### config.mk
export PLATFORM = sky130hd
export DESIGN_NAME = core_seq_ctrl_flat
export DESIGN_NICKNAME = d
export VERILOG_FILES = /design/src/rtl/core_seq_ctrl_if.sv /design/src/rtl/core_seq_ctrl.sv /design/src/flat_wrapper.sv
export SDC_FILE = /design/constraint.sdc
export NUM_CORES = 1
export LEC_CHECK = 0
export BUFFER_PORTS_ARGS = -buffer_cell sky130_fd_sc_hd__buf_2
export CELL_PAD_IN_SITES_DETAIL_PLACEMENT = 1
export CELL_PAD_IN_SITES_GLOBAL_PLACEMENT = 1
export CORE_UTILIZATION = 40
export DETAILED_ROUTE_END_ITERATION = 10
export PLACE_DENSITY = 0.86
export SYNTH_ARGS = -nofsm -noshare
export SYNTH_HDL_FRONTEND = slang
export SYNTH_SLANG_ARGS = --single-unit
### constraint.sdc
create_clock -name clk -period 3.7 [get_ports clk]
set_input_delay 0.74 -clock clk [delete_from_list [all_inputs] [get_ports clk]]
set_output_delay 0.74 -clock clk [all_outputs]
set_load 0.05 [all_outputs]
### src/rtl/core_seq_ctrl_if.sv
// core_seq_ctrl_if
// Groups the fetch and data-memory handshakes of the sequencing controller.
//   inst_req   : instruction fetch request (address is the controller's pc)
//   inst_ack   : fetch complete, inst_rdata valid this cycle
//   inst_rdata : fetched instruction word
//   mem_req    : data memory request
//   mem_we     : data memory write (store)
//   mem_ack    : data access complete
// master = controller side, slave = memory side.
interface core_seq_ctrl_if;
    logic        inst_req;
    logic        inst_ack;
    logic [31:0] inst_rdata;
    logic        mem_req;
    logic        mem_we;
    logic        mem_ack;

    modport master (
        output inst_req,
        output mem_req,
        output mem_we,
        input  inst_ack,
        input  inst_rdata,
        input  mem_ack
    );

    modport slave (
        input  inst_req,
        input  mem_req,
        input  mem_we,
        output inst_ack,
        output inst_rdata,
        output mem_ack
    );
endinterface

### src/rtl/core_seq_ctrl.sv
// core_seq_ctrl
// Multi-cycle sequencing controller for the RV32E npc core. Owns pc and the
// instruction register, steps the datapath FETCH -> DECODE -> EXEC -> [MEM] -> WB,
// and halts on ebreak, an unknown instruction type, or a handshake timeout.
// Ports:
//   clk, rst_n       : core clock (rising edge), asynchronous active-low reset
//   bus              : fetch / data-memory handshakes (core_seq_ctrl_if.master)
//   pc, ir           : current PC and latched instruction
//   type_i           : decoded type of ir (INST_R/I/S/B/U/J)
//   is_load/is_store : memory class of ir
//   is_ebreak        : ir is ebreak
//   next_pc          : PC computed by the EXU
//   ex_en            : one-cycle EXU operand/immediate latch strobe
//   rf_we            : register-file write strobe
//   retired          : retired instruction count
//   halt, err        : core halted / abnormal halt
module core_seq_ctrl #(
    parameter logic [31:0] RESET_PC = 32'h8000_0000,
    parameter int unsigned TIMEOUT  = 255
) (
    input  logic                   clk,
    input  logic                   rst_n,
    core_seq_ctrl_if.master        bus,
    output logic [31:0]            pc,
    output logic [31:0]            ir,
    input  logic [2:0]             type_i,
    input  logic                   is_load,
    input  logic                   is_store,
    input  logic                   is_ebreak,
    input  logic [31:0]            next_pc,
    output logic                   ex_en,
    output logic                   rf_we,
    output logic [31:0]            retired,
    output logic                   halt,
    output logic                   err
);
    // Instruction type encoding; 0 and 7 are not valid types.
    localparam logic [2:0] INST_R = 3'd1;
    localparam logic [2:0] INST_I = 3'd2;
    localparam logic [2:0] INST_S = 3'd3;
    localparam logic [2:0] INST_B = 3'd4;
    localparam logic [2:0] INST_U = 3'd5;
    localparam logic [2:0] INST_J = 3'd6;

    localparam logic [31:0] NOP = 32'h0000_0013;

    // A low ack seen while the counter holds this value is the TIMEOUT-th wait cycle.
    localparam logic [7:0] WAIT_LIMIT = 8'(TIMEOUT - 1);

    typedef enum logic [2:0] {
        StIdle,
        StFetch,
        StDecode,
        StExec,
        StMem,
        StWb,
        StHalt
    } state_e;

    state_e      state_q, state_d;
    logic [31:0] pc_q, pc_d;
    logic [31:0] ir_q, ir_d;
    logic [31:0] retired_q, retired_d;
    logic [7:0]  wait_q, wait_d;
    logic        err_q, err_d;
    logic        type_valid;
    logic        type_writes;

    assign type_valid  = type_i inside {INST_R, INST_I, INST_S, INST_B, INST_U, INST_J};
    assign type_writes = type_i inside {INST_R, INST_I, INST_U, INST_J};

    always_ff @(posedge clk or negedge rst_n) begin
        if (!rst_n) begin
            state_q   <= StIdle;
            pc_q      <= RESET_PC;
            ir_q      <= NOP;
            retired_q <= '0;
            wait_q    <= '0;
            err_q     <= 1'b0;
        end else begin
            state_q   <= state_d;
            pc_q      <= pc_d;
            ir_q      <= ir_d;
            retired_q <= retired_d;
            wait_q    <= wait_d;
            err_q     <= err_d;
        end
    end

    always_comb begin
        state_d   = state_q;
        pc_d      = pc_q;
        ir_d      = ir_q;
        retired_d = retired_q;
        err_d     = err_q;
        // Counter is zero in every non-waiting state, so it starts cleared on entry.
        wait_d    = '0;
        unique case (state_q)
            StIdle: state_d = StFetch;
            StFetch: begin
                if (bus.inst_ack) begin
                    ir_d    = bus.inst_rdata;
                    state_d = StDecode;
                end else if (wait_q == WAIT_LIMIT) begin
                    err_d   = 1'b1;
                    state_d = StHalt;
                end else begin
                    wait_d = wait_q + 8'd1;
                end
            end
            StDecode: begin
                if (type_valid) begin
                    state_d = StExec;
                end else begin
                    err_d   = 1'b1;
                    state_d = StHalt;
                end
            end
            StExec: state_d = (is_load || is_store) ? StMem : StWb;
            StMem: begin
                if (bus.mem_ack) begin
                    state_d = StWb;
                end else if (wait_q == WAIT_LIMIT) begin
                    err_d   = 1'b1;
                    state_d = StHalt;
                end else begin
                    wait_d = wait_q + 8'd1;
                end
            end
            StWb: begin
                pc_d      = next_pc;
                retired_d = retired_q + 32'd1;
                state_d   = is_ebreak ? StHalt : StFetch;
            end
            StHalt: state_d = StHalt;
            default: state_d = StHalt;
        endcase
    end

    // Strobes decode from the state register only, so reset drops requests asynchronously.
    assign bus.inst_req = (state_q == StFetch);
    assign bus.mem_req  = (state_q == StMem);
    assign bus.mem_we   = (state_q == StMem) && is_store;
    assign ex_en        = (state_q == StExec);
    assign rf_we        = (state_q == StWb) && type_writes;
    assign halt         = (state_q == StHalt);
    assign err          = err_q;
    assign pc           = pc_q;
    assign ir           = ir_q;
    assign retired      = retired_q;
endmodule

### src/flat_wrapper.sv
// flat-port wrapper written by rule: the top's interface ports become plain ports
module core_seq_ctrl_flat 
#(
    parameter logic [31:0] RESET_PC = 32'h8000_0000,
    parameter int unsigned TIMEOUT  = 255
)
  (clk, rst_n, pc, ir, type_i, is_load, is_store, is_ebreak, next_pc, ex_en, rf_we, retired, halt, err, bus_inst_req, bus_mem_req, bus_mem_we, bus_inst_ack, bus_inst_rdata, bus_mem_ack);
  core_seq_ctrl_if bus_i ();
  input  logic clk;
  input  logic rst_n;
  output logic [31:0] pc;
  output logic [31:0] ir;
  input  logic [2:0] type_i;
  input  logic is_load;
  input  logic is_store;
  input  logic is_ebreak;
  input  logic [31:0] next_pc;
  output logic ex_en;
  output logic rf_we;
  output logic [31:0] retired;
  output logic halt;
  output logic err;
  output wire logic [$bits(bus_i.inst_req)-1:0] bus_inst_req;
  output wire logic [$bits(bus_i.mem_req)-1:0] bus_mem_req;
  output wire logic [$bits(bus_i.mem_we)-1:0] bus_mem_we;
  input wire logic [$bits(bus_i.inst_ack)-1:0] bus_inst_ack;
  input wire logic [$bits(bus_i.inst_rdata)-1:0] bus_inst_rdata;
  input wire logic [$bits(bus_i.mem_ack)-1:0] bus_mem_ack;
  assign bus_inst_req = bus_i.inst_req;
  assign bus_mem_req = bus_i.mem_req;
  assign bus_mem_we = bus_i.mem_we;
  assign bus_i.inst_ack = bus_inst_ack;
  assign bus_i.inst_rdata = bus_inst_rdata;
  assign bus_i.mem_ack = bus_mem_ack;
  core_seq_ctrl #(.RESET_PC(RESET_PC), .TIMEOUT(TIMEOUT)) u_core (.clk(clk), .rst_n(rst_n), .bus(bus_i), .pc(pc), .ir(ir), .type_i(type_i), .is_load(is_load), .is_store(is_store), .is_ebreak(is_ebreak), .next_pc(next_pc), .ex_en(ex_en), .rf_we(rf_we), .retired(retired), .halt(halt), .err(err));
endmodule
==> results.txt <==
status: finished clean
min setup slack post-route: 1.14 ns
DIE HEIGHT: 109 um
Final min period: 2.56 ns
grt met3 use: 4.42%
peak supply drop: 408 uV
LEAKAGE: 3.10 nW
# H-tree levels: 3
share of the synthesized area in the top cell type: 56.6%
GRT Total Usage: 20.7%
Rel. slew slack: 45.6%
Max Fclk: 391 MHz
final core utilization: 53.4%
clock power share: 22.1%
Cell Area, Synth: 4600 um^2
sw power: 1.86 mW
multi-input logic area: 1770 um^2
routability cong.: 0.774
DR pass1 iterations: 4
Tightest Pin Transition: 0.815 ns
Clock transition at path regs: 0.07 ns
CTS Root Buffer Type: clkbuf_16
Int Pwr: 2.34 mW
Vias: 3564
final hold violation count: 0
clk buf depth: 2
Cell Count, Final, Fillers Out: 733
die width: 109 um
GR Overflow Total: 0
CTS tree: yes
Post-CTS Hold Buffers: 0
Unique masters post-synth: 42
grt met1 use: 25.8%
Final Cycle Share: 69.1%
RSZ-0062 raised after global routing: no
synth cell count leaders: 113 x nand2_1, 104 x dfrtp_1, 32 x mux2_2
final instance area: 5890 um^2
DRT antenna net count: 0
DRC viols: 0
initial antenna violation count: 0
GR Util met2: 35.9%
# rows: 38
placed cells: 717
Synth-to-Final Area Change: 28.2%
switching part of the total: 44.3%
Req. time, crit path: 2.96 ns
Port Buffers: 176
CP max FO: 9
Avg Synthesized Cell Area: 11.1 um^2
most used routing layer: met2
Filler cells: 1277
Async S/R FF share, synth: 100%
Antenna Cells: 0
DP HPWL: 8550 um
Gate power share: 39.2%
syn nets: 491
wire per inst: 15.7 um
Mapped Cells: 414
EDFF count, synth: 0
Initial Util: 41.7%
Initial DRC Count: 111
max-cap violations: 0
setup slack, reg-to-reg: 1.26 ns
largest net degree at the start of global routing: 58
Post-CTS Setup Repair Bufs: 0
die area: 11900 um^2
Tot Pwr: 4.20 mW
nets: 665
Post-CTS Resized: 0
endpoint type of the worst setup path: output pin
Synth Warn #: 0
Synth area leader: dfrtp_1
routed vias/inst: 4.86
Worst Setup EP: bus_inst_req
Setup Viol. Count Final: 0
vias in the first global route: 3778
#FFs+latches synth: 108
crit start category: flop
Worst Setup SP: u_core.state_q[0]
Hold Slack: 0.469 ns
Worst EP arrival: 1.82 ns
synth top area cells: dfrtp_1 57%, nand2_1 9.2%, mux2_2 7.8%, xor2_1 3.8%, xnor2_1 3.4%
Routed WL: 11500 um
sequential fraction of design power: 38.7%
# clock sinks: 108
worst r2r dst: u_core.retired[19]
I/O Pins: 177
DP Area: 5600 um^2
Final TNS setup: 0 ns
Worst Clk Skew: 0.00387 ns
top-count cell post-synth: nand2_1
Critical R2R Launch: u_core.state_q[2]
Synth Flop Type: dfrtp_1
critical path class: reg -> out
power density over the cells: 712 nW/um^2
dpl ws: 1.23 ns
Clock Latency Late Sink: 0.33 ns
proportion of layout cells with a drive suffix above 1: 40.5%
fin. max-slew vios: 0
Hold WC Path Type: reg -> reg
CORE AREA: 11000 um^2
FF/Latch Area: 2710 um^2
first-pass GRT wire length: 18900 um
Seq/Total Area, Yosys: 58.9%
Worst R2R Path Depth: 5
Inserted Clock Buffers: 9
-- state kept, by name, indices dropped and copies added, names as in the netlist --
| signal | cells |
|---|---|
| u_core.wait_q | 8 |
| u_core.retired | 32 |
| u_core.err | 1 |
| u_core.ir | 32 |
| u_core.pc | 32 |
| u_core.state_q | 3 |
-- power groups by stage --
stage               registers, mW  logic (mW)  clock network [mW]
floorplan                    2.63       0.224                   0
global placement             1.62        1.63                   0
detailed placement           1.64        1.67                   0
CTS                          1.63        1.67               0.951
global route                 1.66        1.73                1.00
finish                       1.62        1.65               0.927
-- kinds of logic (layout without fill, tap and decap cells) --
group | count (synthesis) | after routing | synth area share, %
xor+xnor | 38 | 38 | 7.24
mux | 32 | 32 | 7.84
flops | 108 | 108 | 58.9
fa+ha+maj | 3 | 3 | 0.816
compound gates | 14 | 14 | 1.96
simple gates | 194 | 194 | 20.4
buf+inv | 25 | 204 | 2.86
-- metal layers --
layer  part of all wire [%]  wire length (um)
met1                     42              4870
met2                     52              6040
met3                    4.4               503
met4                    1.1               128
met5                      0                 0
-- worst max-delay path, cell delays in order (launching register included) --
cell and delay (ns):
dfrtp_1 0.48, clkinv_1 0.34, nor3_4 0.34, buf_2 0.31
-- layout by cell type, fill, tap and decap left out, types with 2 or more instances in the layout --
cell type	count
nand3_1	13
nor2_1	19
clkbuf_8	3
nor3b_1	3
inv_1	7
nor2b_1	2
nand4_1	5
ha_1	3
xnor2_1	18
clkbuf_16	9
dfrtp_1	104
mux2_2	32
buf_4	4
or3_1	3
nand3b_1	2
buf_2	175
nor3_1	11
and4_1	3
xor2_1	20
a21oi_1	5
nor4_4	2
and2_1	3
and3_1	7
dfstp_2	4
o21ai_0	3
clkinv_2	3
nand2_1	113
-- worst min-delay path by stage --
stage                     cells past startpoint            end  slack [ns]           from
final                                         2  u_core.pc[31]        0.47  u_core.pc[31]
after global routing                          2  u_core.pc[31]        0.48  u_core.pc[31]
after CTS                                     2  u_core.pc[31]        0.47  u_core.pc[31]
after detailed placement                      2   u_core.pc[7]        0.46   u_core.pc[7]
after global placement                        2   u_core.pc[8]        0.45   u_core.pc[8]
after floorplan                               0     u_core.err        0.44          rst_n
-- final cells by class --
class / count / share of cell area [%]
flip-flops and latches: 108 / 45.9
well taps: 140 / 2.97
repair buffers: 180 / 15.7
inverters: 8 / 0.510
clock buffers: 12 / 4.52
multi-input cells: 281 / 30.0
clock inverters: 4 / 0.382
No activity file was read; power rests on OpenSTA's default activity.
